### config.mk
export PLATFORM = sky130hd
export DESIGN_NAME = phs_arbiter
export DESIGN_NICKNAME = d
export VERILOG_FILES = /design/src/rtl/phs_arbiter_pkg.sv /design/src/rtl/phs_fifo.sv /design/src/rtl/phs_arbiter.sv
export SDC_FILE = /design/constraint.sdc
export NUM_CORES = 1
export LEC_CHECK = 0
export ABC_CLOCK_PERIOD_IN_PS = 14500
export BUFFER_PORTS_ARGS = -buffer_cell sky130_fd_sc_hd__buf_2
export CORE_MARGIN = 1
export CORE_UTILIZATION = 35
export CTS_CLUSTER_DIAMETER = 150
export DETAILED_ROUTE_END_ITERATION = 12
export PLACE_DENSITY = 0.49
export SYNTH_ARGS = -nofsm -noshare
export SYNTH_HDL_FRONTEND = slang
export SYNTH_SLANG_ARGS = --single-unit
### constraint.sdc
create_clock -name clk -period 14.5 [get_ports clk]
set_input_delay 2.175 -clock clk [delete_from_list [all_inputs] [get_ports clk]]
set_output_delay 2.175 -clock clk [all_outputs]
set_load 0.05 [all_outputs]
### src/rtl/phs_arbiter_pkg.sv
// Shared parser summary types plus the source tag used by the N3/N6 scheduler.
package phs_arbiter_pkg;

  typedef struct packed {
    logic [31:0] src_ip;
    logic [31:0] dst_ip;
    logic [15:0] src_port;
    logic [15:0] dst_port;
    logic [7:0]  protocol;
    logic [7:0]  incoming_interface;
    logic [7:0]  qfi;
  } PHS_Struct;

  typedef enum logic {SRC_N3, SRC_N6} PHS_SRC;

  localparam int PHS_W = $bits(PHS_Struct);

  function automatic PHS_Struct set_if_id(PHS_Struct s, logic [7:0] id);
    PHS_Struct r;
    r = s;
    r.incoming_interface = id;
    return r;
  endfunction

endpackage

### src/rtl/phs_fifo.sv
// Small synchronous FIFO; level is derived from wrap-around pointers with an extra MSB.
module phs_fifo #(
  parameter int DEPTH = 4,
  parameter int W     = 120
) (
  input  logic                     clk,
  input  logic                     rst,
  input  logic [W-1:0]             wdata,
  input  logic                     push,
  input  logic                     pop,
  output logic [W-1:0]             head,
  output logic [$clog2(DEPTH):0]   level,
  output logic                     ready
);
  localparam int AW = $clog2(DEPTH);

  logic [W-1:0] mem [DEPTH];
  logic [AW:0]  wr_ptr_reg;
  logic [AW:0]  rd_ptr_reg;
  logic         accept;

  assign level  = wr_ptr_reg - rd_ptr_reg;
  // Ready looks only at the registered level, never at a same-cycle pop.
  assign ready  = !rst && (level < (AW+1)'(DEPTH));
  assign accept = push && ready;
  assign head   = mem[rd_ptr_reg[AW-1:0]];

  always_ff @(posedge clk) begin
    if (rst) begin
      wr_ptr_reg <= '0;
      rd_ptr_reg <= '0;
    end else begin
      if (accept) wr_ptr_reg <= wr_ptr_reg + 1'b1;
      if (pop)    rd_ptr_reg <= rd_ptr_reg + 1'b1;
    end
  end

  always_ff @(posedge clk) begin
    if (accept) mem[wr_ptr_reg[AW-1:0]] <= wdata;
  end

endmodule

### src/rtl/phs_arbiter.sv
// Weighted round-robin scheduler sharing one PHS consumer between the N3 and N6 parsers.
module phs_arbiter
  import phs_arbiter_pkg::*;
#(
  parameter int         FIFO_DEPTH = 4,
  parameter int         N3_WEIGHT  = 2,
  parameter int         N6_WEIGHT  = 1,
  parameter logic [7:0] N3_IF_ID   = 8'h00,
  parameter logic [7:0] N6_IF_ID   = 8'h01
) (
  input  logic                          clk,
  input  logic                          rst,
  input  logic [PHS_W-1:0]              n3_phs_i,
  input  logic                          n3_valid_i,
  output logic                          n3_ready_o,
  input  logic [PHS_W-1:0]              n6_phs_i,
  input  logic                          n6_valid_i,
  output logic                          n6_ready_o,
  output logic [PHS_W-1:0]              phs_o,
  output logic                          src_o,
  output logic                          valid_o,
  input  logic                          ready_i,
  output logic [$clog2(FIFO_DEPTH):0]   n3_level_o,
  output logic [$clog2(FIFO_DEPTH):0]   n6_level_o
);
  localparam int         LW    = $clog2(FIFO_DEPTH) + 1;
  localparam logic [3:0] N3_W4 = 4'(N3_WEIGHT);
  localparam logic [3:0] N6_W4 = 4'(N6_WEIGHT);

  // Index 0 is N3, index 1 is N6, matching the PHS_SRC encoding.
  logic [PHS_W-1:0] in_phs   [2];
  logic             in_valid [2];
  logic [PHS_W-1:0] head     [2];
  logic [LW-1:0]    level    [2];
  logic             rdy      [2];
  logic             pop      [2];
  logic             nonempty [2];

  assign in_phs[0]   = n3_phs_i;
  assign in_phs[1]   = n6_phs_i;
  assign in_valid[0] = n3_valid_i;
  assign in_valid[1] = n6_valid_i;

  generate
    for (genvar gi = 0; gi < 2; gi++) begin : g_fifo
      phs_fifo #(.DEPTH(FIFO_DEPTH), .W(PHS_W)) u_fifo (
        .clk   (clk),
        .rst   (rst),
        .wdata (in_phs[gi]),
        .push  (in_valid[gi]),
        .pop   (pop[gi]),
        .head  (head[gi]),
        .level (level[gi]),
        .ready (rdy[gi])
      );
      assign nonempty[gi] = (level[gi] != '0);
    end
  endgenerate

  assign n3_ready_o = rdy[0];
  assign n6_ready_o = rdy[1];
  assign n3_level_o = level[0];
  assign n6_level_o = level[1];

  PHS_SRC           cur_port_reg, cur_port_next, gnt_port, other_port;
  logic [3:0]       burst_cnt_reg, burst_cnt_next, weight;
  logic             valid_reg, src_reg, load, grant;
  logic [PHS_W-1:0] phs_reg, gnt_phs;

  assign load    = !valid_reg || ready_i;
  assign valid_o = valid_reg;
  assign phs_o   = phs_reg;
  assign src_o   = src_reg;

  always_comb begin
    cur_port_next  = cur_port_reg;
    burst_cnt_next = burst_cnt_reg;
    other_port     = (cur_port_reg == SRC_N3) ? SRC_N6 : SRC_N3;
    weight         = (cur_port_reg == SRC_N3) ? N3_W4 : N6_W4;
    gnt_port       = SRC_N3;
    pop[0]         = 1'b0;
    pop[1]         = 1'b0;

    if (nonempty[0] && nonempty[1])
      gnt_port = (burst_cnt_reg < weight) ? cur_port_reg : other_port;
    else if (nonempty[1])
      gnt_port = SRC_N6;

    grant = load && (nonempty[0] || nonempty[1]);

    if (grant) begin
      pop[0] = (gnt_port == SRC_N3);
      pop[1] = (gnt_port == SRC_N6);
      if (gnt_port == cur_port_reg) begin
        if (burst_cnt_reg != 4'hF) burst_cnt_next = burst_cnt_reg + 4'd1;
      end else begin
        cur_port_next  = gnt_port;
        burst_cnt_next = 4'd1;
      end
    end

    gnt_phs = (gnt_port == SRC_N3) ? set_if_id(head[0], N3_IF_ID)
                                   : set_if_id(head[1], N6_IF_ID);
  end

  always_ff @(posedge clk) begin
    if (rst) begin
      valid_reg     <= 1'b0;
      phs_reg       <= '0;
      src_reg       <= 1'b0;
      cur_port_reg  <= SRC_N3;
      burst_cnt_reg <= '0;
    end else begin
      cur_port_reg  <= cur_port_next;
      burst_cnt_reg <= burst_cnt_next;
      if (load) begin
        valid_reg <= grant;
        if (grant) begin
          phs_reg <= gnt_phs;
          src_reg <= gnt_port;
        end
      end
    end
  end

endmodule

==> run_results.csv <==
group,metric,value,unit
sta,fmax,0.181,GHz
cells_and_area,largest_register_ffs,896,
floorplanning,io_pins,375,
drt,routedWlPerCell,25.8,µm
critical_path,timing.rr.end,"g_fifo[1].u_fifo.mem[1][63]",
critical_path,rr_startpoint,"g_fifo[1].u_fifo.wr_ptr_reg[0]",
logic_synthesis,seq_area_frac_synth,78.4,%
clock_network,cts_hold_buffers,0,
clock_network,numCtsBuffers,109,
power_and_ir_drop,p_per_area,208,mW/mm²
logic_synthesis,yosysWarnings,0,
global_routing,grt_pass1_vias,19900,
drt,wl,95.4,mm
clock_network,cts-root-buf,"clkbuf_16",
logic_synthesis,synthCells,1813,
clock_network,cts.path.max_buffers,3,
cells_and_area,area_growth,18.1,%
critical_path,crit_family,"buffers and inverters",
critical_path,crit_arrival,3.36,ns
critical_path,critPathLaunchType,"primary input",
drt,vias,18900,
sta,fin_ws,8.97,ns
drt,drc,0,
drt,first_pass_iters,5,
critical_path,crit_fanout,74,
clock_network,tritoncts,"yes",
logic_synthesis,avgSynthCellArea,20.8,µm²
logic_synthesis,synth_flop_cell,"edfxtp_1",
global_routing,grt_overflow_total,0,
sta,hold-worst-slack,0.449,ns
critical_path,worstSetupPathType,"primary input to output pin",
power_and_ir_drop,leakage,14.7,nW
critical_path,ff2ff_path_depth,8,
logic_synthesis,syn_area,0.0377,mm²
logic_synthesis,synthArstFlopShare,0,%
floorplanning,core,0.107,mm²
cells_and_area,utilization,41.7,%
floorplanning,rows,120,
clock_network,clk_latency,0.70,ns
clock_network,cts_setup_buffers,0,
min_path,min_delay_path_depth,2,
critical_path,r2r_slack,10.19,ns
sta,skew,0.0255,ns
job,maxCapViolations,0,
sta,post-route-period-util,38.1,%
clock_network,cts.repair.resized,0,
critical_path,critPathBufInv,2,
critical_path,cp-end-kind,"output pin",
clock_network,cts_num_sinks,1031,
sta,tightest_slew,1.09,ns
drt,vias_per_cell,5.11,
place,io_buffers,351,
logic_synthesis,yosysUniqueCellTypes,37,
sta,finalHoldViolations,0,
logic_synthesis,synth_top_area_share,71.3,%
critical_path,setup.worst_path.start,"rst",
floorplanning,die_height,330,µm
floorplanning,die-area,0.109,mm²
min_path,holdCritStartpoint,"phs_o[47]",
logic_synthesis,ys_ff_latch,1031,
sta,final.min_clock_period,5.53,ns
critical_path,path_cells,"buf_6 > nor2_1 > buf_2",
status,status,"finished clean",
power_and_ir_drop,totalPowerFinal,9.29,mW
logic_synthesis,synthTopCellsByCount,"edfxtp_1, mux4_2, dfxtp_1",
sta,setup_viol,0,
critical_path,slowest_delay,0.58,ns
sta,timing.setup.tns,0,ns
floorplanning,die_w,330,µm
global_routing,grt_start_max_net_pins,84,
drt,ant_nets,0,
critical_path,required,12.32,ns
global_routing,grt_usage,17.5,%
power_and_ir_drop,irDropWorstVdd,0.000175,V
sta,slew_headroom,27.1,%
drt,drt_iter0_drc,1253,
clock_network,htree_levels,3,
critical_path,slowest_stage,"buf_6",
place,dp_hpwl,52.7,mm
min_path,whs_endpoint,"phs_o[47]",
sta,rsz0062_at_grt,"no",
cells_and_area,layout-drive-gt1-share,33.6,%
cells_and_area,nets,2460,
logic_synthesis,synth_edf_count,896,
floorplanning,start_util,35.3,%
logic_synthesis,yosysTopAreaCell,"edfxtp_1",
place,gp_congestion,0.741,
place,dp_slack,8.81,ns
global_routing,grt_antenna_before_repair,35,
logic_synthesis,synth_most_common_cell,"edfxtp_1",
clock_network,path_clk_slew,0.06,ns
logic_synthesis,ys_top_cells_by_area,"edfxtp_1, mux4_2, dfxtp_1",
min_path,hold_class,"register to register",
sta,maxSlewViolCount,0,
global_routing,grt_first_pass_wirelength,137,mm
area by class of cell:
type                    instances  area, µm²
multi-input cells             667       7700
flip-flops and latches       1031      29600
clock inverters                40        368
fillers                      9494      62500
repair buffers                381       2000
diodes                          5       12.5
inverters                       9       33.8
well taps                    1403       1760
clock buffers                 163       3100
tightest hold or removal path: cells and delay by family, from the launching register on:
| kind | cells | cell delay [ns] |
|---|---|---|
| flip-flops | 1 | 0.30 |
| AND/OR/NAND/NOR | 1 | 0.05 |
| AO/OA/AOI/OAI | 1 | 0.05 |
worst max path at each step:
stage                                  end  depth (start not counted)
6_report                        n6_ready_o                          3
4_1_cts                         n6_ready_o                          3
5_1_grt                         n3_ready_o                          3
2_1_floorplan   g_fifo[0].u_fifo.mem[3][0]                          3
3_3_place_gp   g_fifo[1].u_fifo.mem[1][64]                          5
3_5_place_dp   g_fifo[1].u_fifo.mem[1][64]                          5
layout by cell type (no fill, tap or decap), types with 6 or more instances in the layout:
cell         n
clkbuf_16  111
clkinv_2    13
bufinv_16    6
mux4_2     224
and3_4       8
clkbuf_1    39
clkinv_1    15
a21oi_1    118
clkbuf_8    13
nand2_1    118
edfxtp_1   896
dfxtp_1    131
buf_2      350
a22oi_1    112
conb_1       7
ha_1        14
nor2_1      22
buf_4       29
inv_1        9
xnor2_1      7
through the flow:
step,instance area (µm²),std cells
6_report,44600,3699
3_3_place_gp,41100,3491
4_1_cts,44600,3694
5_1_grt,44600,3695
2_1_floorplan,37800,1819
3_5_place_dp,41100,3491
where the power goes:
group / switching [mW] / internal [mW]
combinational: 1.90 / 0.981
clock: 1.11 / 1.58
sequential: 0.166 / 3.57
per-layer routing:
metal	wire, µm	GRT usage (%)	vias to the layer above
li1	-	-	8227
met1	40200	22.9	10000
met2	47000	29.0	468
met3	6150	4.40	162
met4	1790	4.63	38
met5	216	0	-
logic make-up (layout without fill, tap and decap cells):
family | count (synthesis) | after routing | synth area share, %
flip-flops | 1031 | 1031 | 78.4
multiplexers | 226 | 226 | 13.4
AO/OA/AOI/OAI | 244 | 244 | 4.11
AND/OR/NAND/NOR | 163 | 163 | 1.76
XOR/XNOR | 11 | 11 | 0.335
adder cells (fa/ha/maj) | 16 | 16 | 0.570
other | 1 | 12 | 0.00993
buffers and inverters | 121 | 593 | 1.36
Power figures use the tool's default switching activity.
